===== src/rtl/counter_mode_arbiter_pkg.sv =====
// counter_mode_arbiter_pkg: shared view/state encoding, button indices and display constants
package counter_mode_arbiter_pkg;
  typedef enum logic [1:0] {CD_VIEW = 2'd0, SW_VIEW = 2'd1, ALARM = 2'd2} state_t;
  localparam int BTN_L = 4;
  localparam int BTN_R = 3;
  localparam int BTN_U = 2;
  localparam int BTN_D = 1;
  localparam int BTN_C = 0;
  localparam logic [1:0] TARGET_RUN = 2'b11;
endpackage


===== src/rtl/counter_mode_arbiter_if.sv =====
// counter_mode_arbiter_if: button, channel and display signals around the view arbiter
interface counter_mode_arbiter_if;
  logic       tick_10ms;
  logic       mode_button;
  logic [4:0] btn_i;
  logic       time_out_i;
  logic [7:0] cd_min_i, cd_sec_i, cd_ms_10_i;
  logic [1:0] cd_target_i;
  logic [7:0] sw_min_i, sw_sec_i, sw_ms_10_i;
  logic [1:0] sw_target_i;
  logic [4:0] cd_btn_o, sw_btn_o;
  logic [7:0] min_o, sec_o, ms_10_o;
  logic [1:0] target_o;
  logic       mode_o, alarm_o, blank_o;
  modport master (
    output tick_10ms, mode_button, btn_i, time_out_i,
           cd_min_i, cd_sec_i, cd_ms_10_i, cd_target_i,
           sw_min_i, sw_sec_i, sw_ms_10_i, sw_target_i,
    input  cd_btn_o, sw_btn_o, min_o, sec_o, ms_10_o, target_o, mode_o, alarm_o, blank_o
  );
  modport slave (
    input  tick_10ms, mode_button, btn_i, time_out_i,
           cd_min_i, cd_sec_i, cd_ms_10_i, cd_target_i,
           sw_min_i, sw_sec_i, sw_ms_10_i, sw_target_i,
    output cd_btn_o, sw_btn_o, min_o, sec_o, ms_10_o, target_o, mode_o, alarm_o, blank_o
  );
endinterface


===== src/rtl/counter_mode_arbiter_timer.sv =====
// alarm_blink_timer: alarm duration and blink counters, blank toggle and done strobe
module alarm_blink_timer #(
  parameter int BLINK_TICKS = 50,
  parameter int ALARM_TICKS = 3000,
  parameter int CNT_W = 12
) (
  input  logic clk_core,
  input  logic rst,
  input  logic start,
  input  logic clear,
  input  logic run,
  input  logic tick,
  output logic blank,
  output logic done
);
  logic [CNT_W-1:0] blink_cnt, alarm_cnt;
  logic wrap;
  assign wrap = blink_cnt == CNT_W'(BLINK_TICKS - 1);
  assign done = run & tick & (alarm_cnt == CNT_W'(ALARM_TICKS - 1));
  always_ff @(posedge clk_core) begin
    if (rst || start || clear) begin
      blink_cnt <= '0;
      alarm_cnt <= '0;
      blank     <= 1'b0;
    end else if (run && tick) begin
      alarm_cnt <= alarm_cnt + 1'b1;
      blink_cnt <= wrap ? '0 : blink_cnt + 1'b1;
      blank     <= blank ^ wrap;
    end
  end
endmodule


===== src/rtl/counter_mode_arbiter.sv =====
// counter_mode_arbiter: routes buttons and display between countdown/stopwatch and runs the timeout alarm
module counter_mode_arbiter
  import counter_mode_arbiter_pkg::*;
#(
  parameter int BLINK_TICKS = 50,
  parameter int ALARM_TICKS = 3000,
  parameter int CNT_W = 12
) (
  input logic clk_core,
  input logic rst,
  counter_mode_arbiter_if.slave bus
);
  state_t state, nstate, ret_view;
  logic timeout_q, to_rise, ack, done, fwd;
  assign to_rise = bus.time_out_i & ~timeout_q;
  assign ack = (|bus.btn_i) | bus.mode_button;
  assign fwd = state != ALARM && !to_rise && !bus.mode_button;
  always_comb begin
    nstate = state;
    if (to_rise) nstate = ALARM;
    else if (state == ALARM) nstate = ack ? CD_VIEW : done ? ret_view : ALARM;
    else if (bus.mode_button) nstate = state == CD_VIEW ? SW_VIEW : CD_VIEW;
  end
  alarm_blink_timer #(.BLINK_TICKS(BLINK_TICKS), .ALARM_TICKS(ALARM_TICKS), .CNT_W(CNT_W)) u_timer (
    .clk_core (clk_core),
    .rst      (rst),
    .start    (to_rise),
    .clear    (state == ALARM && nstate != ALARM),
    .run      (state == ALARM),
    .tick     (bus.tick_10ms),
    .blank    (bus.blank_o),
    .done     (done)
  );
  always_ff @(posedge clk_core) begin
    if (rst) begin
      state        <= CD_VIEW;
      ret_view     <= CD_VIEW;
      timeout_q    <= 1'b1;
      bus.cd_btn_o <= '0;
      bus.sw_btn_o <= '0;
      bus.min_o    <= '0;
      bus.sec_o    <= '0;
      bus.ms_10_o  <= '0;
      bus.target_o <= '0;
      bus.mode_o   <= 1'b0;
      bus.alarm_o  <= 1'b0;
    end else begin
      state        <= nstate;
      timeout_q    <= bus.time_out_i;
      if (to_rise && state != ALARM) ret_view <= state;
      bus.cd_btn_o <= (fwd && state == CD_VIEW) ? bus.btn_i : '0;
      bus.sw_btn_o <= (fwd && state == SW_VIEW) ? bus.btn_i : '0;
      bus.min_o    <= nstate == SW_VIEW ? bus.sw_min_i : bus.cd_min_i;
      bus.sec_o    <= nstate == SW_VIEW ? bus.sw_sec_i : bus.cd_sec_i;
      bus.ms_10_o  <= nstate == SW_VIEW ? bus.sw_ms_10_i : bus.cd_ms_10_i;
      bus.target_o <= nstate == ALARM ? TARGET_RUN : nstate == SW_VIEW ? bus.sw_target_i : bus.cd_target_i;
      bus.mode_o   <= nstate == SW_VIEW;
      bus.alarm_o  <= nstate == ALARM;
    end
  end
endmodule


===== src/flat_wrapper.sv =====
// flat-port wrapper written by rule: the top's interface ports become plain ports
module counter_mode_arbiter_flat import counter_mode_arbiter_pkg::*;
#(
  parameter int BLINK_TICKS = 50,
  parameter int ALARM_TICKS = 3000,
  parameter int CNT_W = 12
)
  (clk_core, rst, bus_tick_10ms, bus_mode_button, bus_btn_i, bus_time_out_i, bus_cd_min_i, bus_cd_sec_i, bus_cd_ms_10_i, bus_cd_target_i, bus_sw_min_i, bus_sw_sec_i, bus_sw_ms_10_i, bus_sw_target_i, bus_cd_btn_o, bus_sw_btn_o, bus_min_o, bus_sec_o, bus_ms_10_o, bus_target_o, bus_mode_o, bus_alarm_o, bus_blank_o);
  counter_mode_arbiter_if bus_i ();
  input logic clk_core;
  input logic rst;
  input wire logic [$bits(bus_i.tick_10ms)-1:0] bus_tick_10ms;
  input wire logic [$bits(bus_i.mode_button)-1:0] bus_mode_button;
  input wire logic [$bits(bus_i.btn_i)-1:0] bus_btn_i;
  input wire logic [$bits(bus_i.time_out_i)-1:0] bus_time_out_i;
  input wire logic [$bits(bus_i.cd_min_i)-1:0] bus_cd_min_i;
  input wire logic [$bits(bus_i.cd_sec_i)-1:0] bus_cd_sec_i;
  input wire logic [$bits(bus_i.cd_ms_10_i)-1:0] bus_cd_ms_10_i;
  input wire logic [$bits(bus_i.cd_target_i)-1:0] bus_cd_target_i;
  input wire logic [$bits(bus_i.sw_min_i)-1:0] bus_sw_min_i;
  input wire logic [$bits(bus_i.sw_sec_i)-1:0] bus_sw_sec_i;
  input wire logic [$bits(bus_i.sw_ms_10_i)-1:0] bus_sw_ms_10_i;
  input wire logic [$bits(bus_i.sw_target_i)-1:0] bus_sw_target_i;
  output wire logic [$bits(bus_i.cd_btn_o)-1:0] bus_cd_btn_o;
  output wire logic [$bits(bus_i.sw_btn_o)-1:0] bus_sw_btn_o;
  output wire logic [$bits(bus_i.min_o)-1:0] bus_min_o;
  output wire logic [$bits(bus_i.sec_o)-1:0] bus_sec_o;
  output wire logic [$bits(bus_i.ms_10_o)-1:0] bus_ms_10_o;
  output wire logic [$bits(bus_i.target_o)-1:0] bus_target_o;
  output wire logic [$bits(bus_i.mode_o)-1:0] bus_mode_o;
  output wire logic [$bits(bus_i.alarm_o)-1:0] bus_alarm_o;
  output wire logic [$bits(bus_i.blank_o)-1:0] bus_blank_o;
  assign bus_i.tick_10ms = bus_tick_10ms;
  assign bus_i.mode_button = bus_mode_button;
  assign bus_i.btn_i = bus_btn_i;
  assign bus_i.time_out_i = bus_time_out_i;
  assign bus_i.cd_min_i = bus_cd_min_i;
  assign bus_i.cd_sec_i = bus_cd_sec_i;
  assign bus_i.cd_ms_10_i = bus_cd_ms_10_i;
  assign bus_i.cd_target_i = bus_cd_target_i;
  assign bus_i.sw_min_i = bus_sw_min_i;
  assign bus_i.sw_sec_i = bus_sw_sec_i;
  assign bus_i.sw_ms_10_i = bus_sw_ms_10_i;
  assign bus_i.sw_target_i = bus_sw_target_i;
  assign bus_cd_btn_o = bus_i.cd_btn_o;
  assign bus_sw_btn_o = bus_i.sw_btn_o;
  assign bus_min_o = bus_i.min_o;
  assign bus_sec_o = bus_i.sec_o;
  assign bus_ms_10_o = bus_i.ms_10_o;
  assign bus_target_o = bus_i.target_o;
  assign bus_mode_o = bus_i.mode_o;
  assign bus_alarm_o = bus_i.alarm_o;
  assign bus_blank_o = bus_i.blank_o;
  counter_mode_arbiter #(.BLINK_TICKS(BLINK_TICKS), .ALARM_TICKS(ALARM_TICKS), .CNT_W(CNT_W)) u_core (.clk_core(clk_core), .rst(rst), .bus(bus_i));
endmodule

===== config.mk =====
export PLATFORM = sky130hd
export DESIGN_NAME = counter_mode_arbiter_flat
export DESIGN_NICKNAME = d
export VERILOG_FILES = /design/src/rtl/counter_mode_arbiter_pkg.sv /design/src/rtl/counter_mode_arbiter_if.sv /design/src/rtl/counter_mode_arbiter_timer.sv /design/src/rtl/counter_mode_arbiter.sv /design/src/flat_wrapper.sv
export SDC_FILE = /design/constraint.sdc
export NUM_CORES = 1
export LEC_CHECK = 0
export ABC_AREA = 0
export CAP_MARGIN = 20
export CORE_ASPECT_RATIO = 0.7
export CORE_MARGIN = 1.5
export CORE_UTILIZATION = 45
export CTS_CLUSTER_SIZE = 12
export DETAILED_ROUTE_END_ITERATION = 12
export PLACE_DENSITY = 0.8
export SLEW_MARGIN = 20
export SYNTH_ARGS = -nofsm -noshare
export SYNTH_HDL_FRONTEND = slang
export SYNTH_HIERARCHICAL = 1
export SYNTH_SLANG_ARGS = --single-unit
export TNS_END_PERCENT = 100

===== constraint.sdc =====
create_clock -name clk_core -period 3.5 [get_ports clk_core]
set_clock_uncertainty 0.2 [all_clocks]
set_input_delay 0.7 -clock clk_core [delete_from_list [all_inputs] [get_ports clk_core]]
set_output_delay 0.7 -clock clk_core [all_outputs]
set_load 0.02 [all_outputs]

### Word-level counts from Yosys, hierarchy flattened

Cells that the tools add are included.

* $mul: 0
* order comparisons: 0
* divide/modulo/power cells: 0
* shifts and indexed selects: 0
* muxes and demuxes: 12
* bitwise operators: 8
* eq/ne operators: 8
* add/subtract/negate cells: 2
* reductions and logical operators: 15

Operator list (number)
* adder 12 x 1 -> 12 bit (second input constant): 2
* 2-to-1 mux 8 bit: 3
* 2-to-1 mux 2 bit: 7
* == test 12 bit (second input constant): 1
* == test 12 x 6 -> 1 bit (second input constant): 1
* 2-to-1 mux 12 bit: 1
* logical AND 1 bit: 7
* OR reduction 5 bit: 1
* == test 2 x 1 -> 1 bit (second input constant): 2
* == test 2 bit (second input constant): 2
* != test 2 bit (second input constant): 2
* OR reduction 2 bit: 2
* bitwise AND 1 bit: 3
* inverter 1 bit: 3
* zero test 1 bit: 2
* zero test 2 bit: 1
* logical OR 1 bit: 2
* 2-to-1 mux 1 bit: 1
* bitwise OR 1 bit: 1
* XOR 1 bit: 1

* flip-flop bits (word level): 68
* memories kept: 0
* bits in latches: 0
* bits of input ports: 62
* RAM bits: 0
* ROM bits: 0

### Depth between registers and ports, before layout

Gate-level depths: netlist of the first run.

* depth in word-level cells: 10
* gate-level depth with buffers: 13
* mapped depth without buffers: 10

### By module

Netlist of the first run, hierarchy kept.

Modules (own cells, without submodules)
* counter_mode_arbiter: sequential area each 860.8 µm², cells an instance 145, area an instance 1556.5 µm², times used 1
* alarm_blink_timer: sequential area each 500.5 µm², cells an instance 131, area an instance 1322.5 µm², times used 1

### Least setup slack after synthesis of the first run

No wires, ideal clock.

* path kind: in2reg
* start: in bus_btn_i[2]
* end: reg u_core.u_timer.blink_cnt[7]
* data arrival time: 2774 ps
* cell stages on the path: 9
* library setup time: 62 ps
* path slack: 464 ps
* data required time: 3238 ps
* path through: or4_4 a211o_1 a221oi_2 nor2b_1 or3_1 buf_2 nand2b_4 buf_12 nor2_4

* word-level cells in the longest chain between the ends: 8

Ends and longest elaborated chain
* start, declared: line flat_wrapper.sv:14 `input wire logic [$bits(bus_i.btn_i)-1:0] bus_btn_i;`
* OR reduction 5 bit: line counter_mode_arbiter.sv:16 `assign ack = (|bus.btn_i) | bus.mode_button;`
* bitwise OR 1 bit: line counter_mode_arbiter.sv:16
* 2-to-1 mux 2 bit (2 in a row): line counter_mode_arbiter.sv:21 `else if (state == ALARM) nstate = ack ? CD_VIEW : done ? ret_view : ALARM;`
* 2-to-1 mux 2 bit: line counter_mode_arbiter.sv:20 `if (to_rise) nstate = ALARM;`
* != test 2 bit: line counter_mode_arbiter.sv:28 `.clear (state == ALARM && nstate != ALARM),`
* logical AND 1 bit: line counter_mode_arbiter.sv:28
* logical OR 1 bit: line counter_mode_arbiter_timer.sv:21 `if (rst || start || clear) begin`
* end signal, assigned: line counter_mode_arbiter_timer.sv:27 `blink_cnt <= wrap ? '0 : blink_cnt + 1'b1;`
* end, declared: line counter_mode_arbiter_timer.sv:16 `logic [CNT_W-1:0] blink_cnt, alarm_cnt;`

No other way between the ends.
A chain may end at the register's enable or synchronous reset.

### Worst setup path in the final report of the first run

* start: in bus_btn_i[2]
* end: reg u_core.u_timer.blink_cnt[8]

The elaborated chain is that of the path after synthesis.

==> results of run 1 <==
-- Yosys cell counts (2+ instances only) --
| library cell | instances | area (µm²) |
|---|---|---|
| and2_1 | 7 | 43.8 |
| mux2i_1 | 25 | 250 |
| nor4_2 | 5 | 62.6 |
| ha_1 | 3 | 37.5 |
| nor4_1 | 3 | 18.8 |
| nand4_1 | 7 | 43.8 |
| buf_12 | 2 | 40.0 |
| nor2_2 | 3 | 18.8 |
| nor3_1 | 8 | 40.0 |
| nand3_1 | 4 | 20.0 |
| nand2_1 | 9 | 33.8 |
| a211oi_2 | 3 | 37.5 |
| nor2_4 | 10 | 113 |
| xor2_1 | 7 | 61.3 |
| nor2_1 | 45 | 169 |
| and3_1 | 5 | 31.3 |
| clkbuf_1 | 5 | 18.8 |
| nand4_2 | 2 | 25.0 |
| or3_1 | 2 | 12.5 |
| xnor2_1 | 15 | 131 |
| o21ai_0 | 3 | 15.0 |
| dfxtp_1 | 68 | 1360 |
| inv_1 | 7 | 26.3 |
| buf_6 | 2 | 22.5 |
| a21oi_1 | 3 | 15.0 |
| nor2b_1 | 3 | 18.8 |
-- cells in the final DEF, fill, tap and decap left out, drive strengths merged, types with 2 or more instances in the layout --
cell and instances:
nand2 9, mux2i 25, nand3 5, or3 2, xnor2 15, nor4 8
buf 13, inv 7, ha 3, a211oi 4, o21ai 3, clkbuf 14
nand2b 2, clkdlybuf4s50 100, and2 7, nand4 9, a21oi 3, nor2b 3
nor2 58, nor3 9, and3 5, dfxtp 68, xor2 7
-- sequential cells by signal (all words and copies together) (netlist names) --
name / flops
u_core/bus.min_o: 8
u_core/u_timer/alarm_cnt: 12
u_core/timeout_q: 1
u_core/u_timer/blink_cnt: 12
u_core/bus.mode_o: 1
u_core/bus.sec_o: 8
u_core/u_timer/blank: 1
u_core/bus.cd_btn_o: 5
u_core/state: 2
u_core/ret_view: 2
u_core/bus.target_o: 2
u_core/bus.alarm_o: 1
u_core/bus.sw_btn_o: 5
u_core/bus.ms_10_o: 8
-- how the worst max path moves through the flow --
stage	start	end	cells after the start
2_1_floorplan	bus_btn_i[2]	u_core/u_timer/blink_cnt[7]	9
3_3_place_gp	bus_btn_i[2]	u_core/u_timer/blink_cnt[6]	9
3_5_place_dp	bus_btn_i[2]	u_core/u_timer/blink_cnt[8]	9
4_1_cts	bus_btn_i[2]	u_core/u_timer/blink_cnt[9]	9
5_1_grt	bus_btn_i[2]	u_core/u_timer/blink_cnt[9]	9
6_report	bus_btn_i[2]	u_core/u_timer/blink_cnt[8]	9
-- routing by layer --
layer  share of wire, %  vias to the layer above  track usage [%]
met5                  0                        -                0
met4                1.4                        0             6.67
met1                 45                     1053             23.6
li1                   -                     1165                -
met3                5.1                       12             5.81
met2                 48                       55             31.3
-- power by group through the flow --
stage / logic (W) / clock network (W) / registers [W]
finish: 0.000306 / 0.000656 / 0.000817
global route: 0.000322 / 0.000699 / 0.000819
CTS: 0.000307 / 0.000677 / 0.000817
detailed placement: 0.000306 / 0 / 0.000834
global placement: 0.000302 / 0 / 0.000833
floorplan: 0.000113 / 0 / 0.000875
-- area by class of cell --
| type | instances | area, µm² | area share (%) |
|---|---|---|---|
| repair buffers | 113 | 1120 | 26.7 |
| multi-input cells | 189 | 1400 | 33.3 |
| flip-flops and latches | 68 | 1360 | 32.3 |
| clock inverters | 1 | 30.0 | 0.713 |
| inverters | 7 | 26.3 | 0.624 |
| well taps | 78 | 97.6 | 2.32 |
| clock buffers | 14 | 173 | 4.10 |
-- critical path, cell delays in order --
cell	delay, ps
clkdlybuf4s50_1	450
or4_4	580
a211o_1	320
a221oi_2	350
nor2b_1	90
or3_1	340
nand2b_4	200
buf_4	190
nor2_4	90
-- kinds of logic after synthesis --
group,synth area share [%]
compound gates,4.09
fa+ha+maj,1.30
flops,47.3
xor+xnor,6.69
mux,9.08
buf+inv,4.30
simple gates,27.2
-- per-stage QoR --
stage / power (W) / std cells / instance area, µm²
3_3_place_gp: 0.00114 / 455 / 4010
2_1_floorplan: 0.000988 / 276 / 2880
5_1_grt: 0.00184 / 470 / 4210
3_5_place_dp: 0.00114 / 455 / 4010
4_1_cts: 0.00180 / 470 / 4210
6_report: 0.00178 / 470 / 4210
==> out/results.ini, run 1 <==
[sta]
setup_viol = 0
worst_slack_ps = 267
fin_crit_sh_pct = 92.4
period_needed_ps = 3230
worst_pin_slew_ps = 503
max_slew_margin_pct = 66.4
slew_viol_final = 0
rsz0062_at_grt = false
fmaxAchievable_ghz = 0.309
whs_ps = 286
tns_ps = 0
hold_viol_final = 0

[drt]
via_per_inst = 4.86
drt-total-wl_mm = 6.41
wire_per_inst_um = 13.6
first_pass_iters = 8
dr_total_vias = 2285
drt_iter0_markers = 96
antenna_left = 0
drc = 7

[grt]
antenna_found_initial = 0
grt_pass1_wl_mm = 10.3
grt_pass1_vias = 2157
grt_max_degree = 33
grt_overflow = 0
grt.total_usage_pct = 19.0

[yosys]
synth_cell_types = 46
synthFlopType = dfxtp_1
async_flop_share_pct = 0
synth_cells = 276
ys_seq_elements = 68
yosysSeqAreaShare_pct = 47.3
synth_nets = 341
synth_area_mm2 = 0.00288
synth_edf_count = 0
postSynthAreaPerCell_um2 = 10.4
yosys_warnings = 6

[finish]
antennaDiodeCount = 0
fin_nets = 453
areaGrowthSynthToFinish_pct = 46.4
fillCellCount = 475
drive_gt1_share_pct = 15.6
final_util_pct = 67.8

[min_path]
holdPathStages = 2
hp-start = u_core/ret_view[1]
min_to = u_core/ret_view[1]
holdCritPathClass = flop to flop

[clock_network]
cts_max_level = 3
cts.repair.resized = 0
clockBufferDepth = 2
cts_sinks = 68
clk-insertion-delay-late_ps = 330
numCtsBuffers = 9
tritoncts = built
cts_setup_buffers = 0
root_buffer = clkbuf_8
clkTransAtPathRegs_ps = 60
hold_buffers = 0

[power_and_ir_drop]
p_leak_nw = 1.59
p_int_w = 0.00136
share_clk_of_total_power_pct = 36.9
p_sw_share_pct = 23.5
ir_worst_vdd_mv = 0.243
p_switching_w = 0.000417
comb_power_share_pct = 17.2
p_seq_share_pct = 45.9
p_per_area_mw_per_mm2 = 422

[status]
violations = design-rule violations
outcome = finished with violations

[die]
core-area_mm2 = 0.00622
die_w_um = 98.6
pin_count = 101
initial_utilization_pct = 46.3
die_height_um = 69.9
row_count = 24
dieArea_mm2 = 0.00689

[placement]
dp_hpwl_mm = 4.83
place.gp.congestion = 0.820
pre_cts_ws_ps = 1.05
io_buffers = 100

[job]
maxCapViolCount = 0

[worst_setup_path]
worstPathArrival_ps = 3310
r2r_slack_ps = 610
path_class = primary input to flop
cp.required_ps = 3570
reg2reg_to = u_core/u_timer/blink_cnt[9]
rr_worst_depth = 12
cp-start-kind = primary input
crit-reg2reg-launch = u_core/state[1]
end_kind = flop
path_max_fanout = 4

No activity file was read; power rests on OpenSTA's default activity.
==> run 2, diff against run 1 <==
- ABC_CLOCK_PERIOD_IN_PS: default -> 3500
==> results of run 2 <==
No change in the layout: final DEF, timing and power equal those of run 1.
==> RTL change, RTL diff (flow settings as in run 2) <==
Compare `blink_cnt` against `CNT_W'(BLINK_TICKS - 1)` with >= in place of ==.
--- a/src/rtl/counter_mode_arbiter_timer.sv
+++ b/src/rtl/counter_mode_arbiter_timer.sv
@@ -16,5 +16,5 @@
   logic [CNT_W-1:0] blink_cnt, alarm_cnt;
   logic wrap;
-  assign wrap = blink_cnt == CNT_W'(BLINK_TICKS - 1);
+  assign wrap = blink_cnt >= CNT_W'(BLINK_TICKS - 1);
   assign done = run & tick & (alarm_cnt == CNT_W'(ALARM_TICKS - 1));
   always_ff @(posedge clk_core) begin
Check against the original RTL: no difference found for any inputs over 10 cycles, from zero or initial values and one cycle with rst high; that may be too few to reach the edited logic, so the function may still have changed.
==> RTL change against run 2 <==
Clock power down 13%. Sequential share of layout area up 1.9 points. Wire length down 2.6%. Sequential cell count unchanged. Combinational power down 5%. Largest power group unchanged. Design area down 5.6%. Setup slack better by 160 ps. Cell count down 2.1%. Synthesized area down 5.6%. Non-clock buffer count down 6. Total power down 5.6%. Critical endpoint is now u_core/u_timer/blink_cnt[0]. Utilization up 0.95 points. Critical path depth down 1.
==> RTL change: results (changes against run 2) <==
stage;metric;value;unit;change
outcome;status;completed;;
yosys;synth.area.mux_share;9.26;%;+0.18 points
power_and_ir_drop;peakVddDrop;0.259;mV;+6.3%
cells_and_area;layout-drive-gt1-share;9.61;%;-6.0 points
routing;met2_length;2.98;mm;-3.5%
yosys;syn-num-nets;343;;+0.59%
grt;grt_pass1_vias;2029;;-5.9%
routing;wl_met3;436;um;+33%
routing;drt-initial-drc-count;76;;-21%
routing;met1Wirelength;2.74;mm;-5.8%
grt;use_met2;30.8;%;-0.52 points
setup_path;ff2ff_path_depth;10;;-2
yosys;synth_xor_area_share;5.48;%;-1.2 points
grt;track_usage;19.0;%;+0.051 points
power_and_ir_drop;p_leak;1.55;nW;-2.5%
placed_design;gp_congestion;0.848;;+3.5%
setup_path;cp_max_fo;12;;+8
routing;vias;2271;;-0.61%
placed_design;hpwl;4.67;mm;-3.2%
yosys;ys_seq_area_share;50.1;%;+2.8 points
routing;via_per_inst;4.94;;+1.5%
grt;use_met3;5.22;%;-0.58 points
cells_and_area;final_nets;448;;-1.1%
grt;grt_use_met1;23.9;%;+0.27 points
yosys;yosys.area_share.adder;1.84;%;+0.54 points
grt;grt_max_degree;34;;+3.0%
power_and_ir_drop;pwr-share-seq;48.8;%;+2.9 points
yosys;synth_compound_area_share;6.77;%;+2.7 points
yosys;synth_common_cells;68 x dfxtp_1, 50 x nor2_1, 24 x mux2i_1, 16 x nand2_1, 10 x xnor2_1;;
yosys;yosysUniqueCellTypes;43;;-6.5%
placed_design;place_area;3800;sq um;-5.2%
setup_path;cp.arrival;3130;ps;-180 ps
routing;wl_per_cell;13.6;um;-0.49%
yosys;synth_area_per_cell;9.81;sq um;-6.0%
sta;max-slew-margin-rel;54.5;%;-12 points
==> RTL change: changes by cell type in the layout (fill, tap and decap cells not counted), moves of 3 or more <==
cell	delta
buf_4	-5
xnor2_1	-5
nand2_1	+7
nor4_1	+5
nor2_1	+5
nor2_4	-10
a21oi_1	+5
nand4_1	-3
nor3_1	-5
nor4_2	-5
==> RTL change: layout make-up <==
cell class                 count  area (sq um)
clock buffer                  12           165
clock inverter                 2          10.0
fill                         461          1810
inverter                       8          30.0
multi-input combinational    188          1250
sequential                    68          1360
tap                           75          93.8
timing repair buffer         107          1070
==> RTL change: worst paths after layout <==
path,slack (ps),startpoint,end
max,430,bus_btn_i[2],u_core/u_timer/blink_cnt[0]
min,280,u_core/u_timer/alarm_cnt[1],u_core/u_timer/alarm_cnt[1]
max reg2reg,750,u_core/state[0],u_core/u_timer/blink_cnt[0]
min reg2reg,280,u_core/u_timer/alarm_cnt[1],u_core/u_timer/alarm_cnt[1]
==> RTL change: through the flow <==
stage / util (%) / total power, mW / setup WS, ps
floorplan: - / 0.979 / 463
global placement: 65.7 / 1.12 / 160
detailed placement: 65.7 / 1.13 / 104
CTS: 68.7 / 1.70 / 445
global route: 68.7 / 1.75 / 354
finish: 68.7 / 1.68 / 430
==> RTL change: cell families (layout without fill, tap and decap cells) <==
family,after synthesis,after routing
AOI/OAI and AO/OA,23,23
xor gates and xnor gates,17,17
adders and majority gates,4,4
buffers and inverters,21,129
DFF,68,68
muxes,25,25
and+or+nand+nor,119,119
==> RTL change: worst reg2reg max path, delay by kind of cell, from the launching register on <==
| family | cells | cell delay [ps] |
|---|---|---|
| simple gates | 7 | 1100 |
| compound gates | 3 | 860 |
| flops | 1 | 520 |
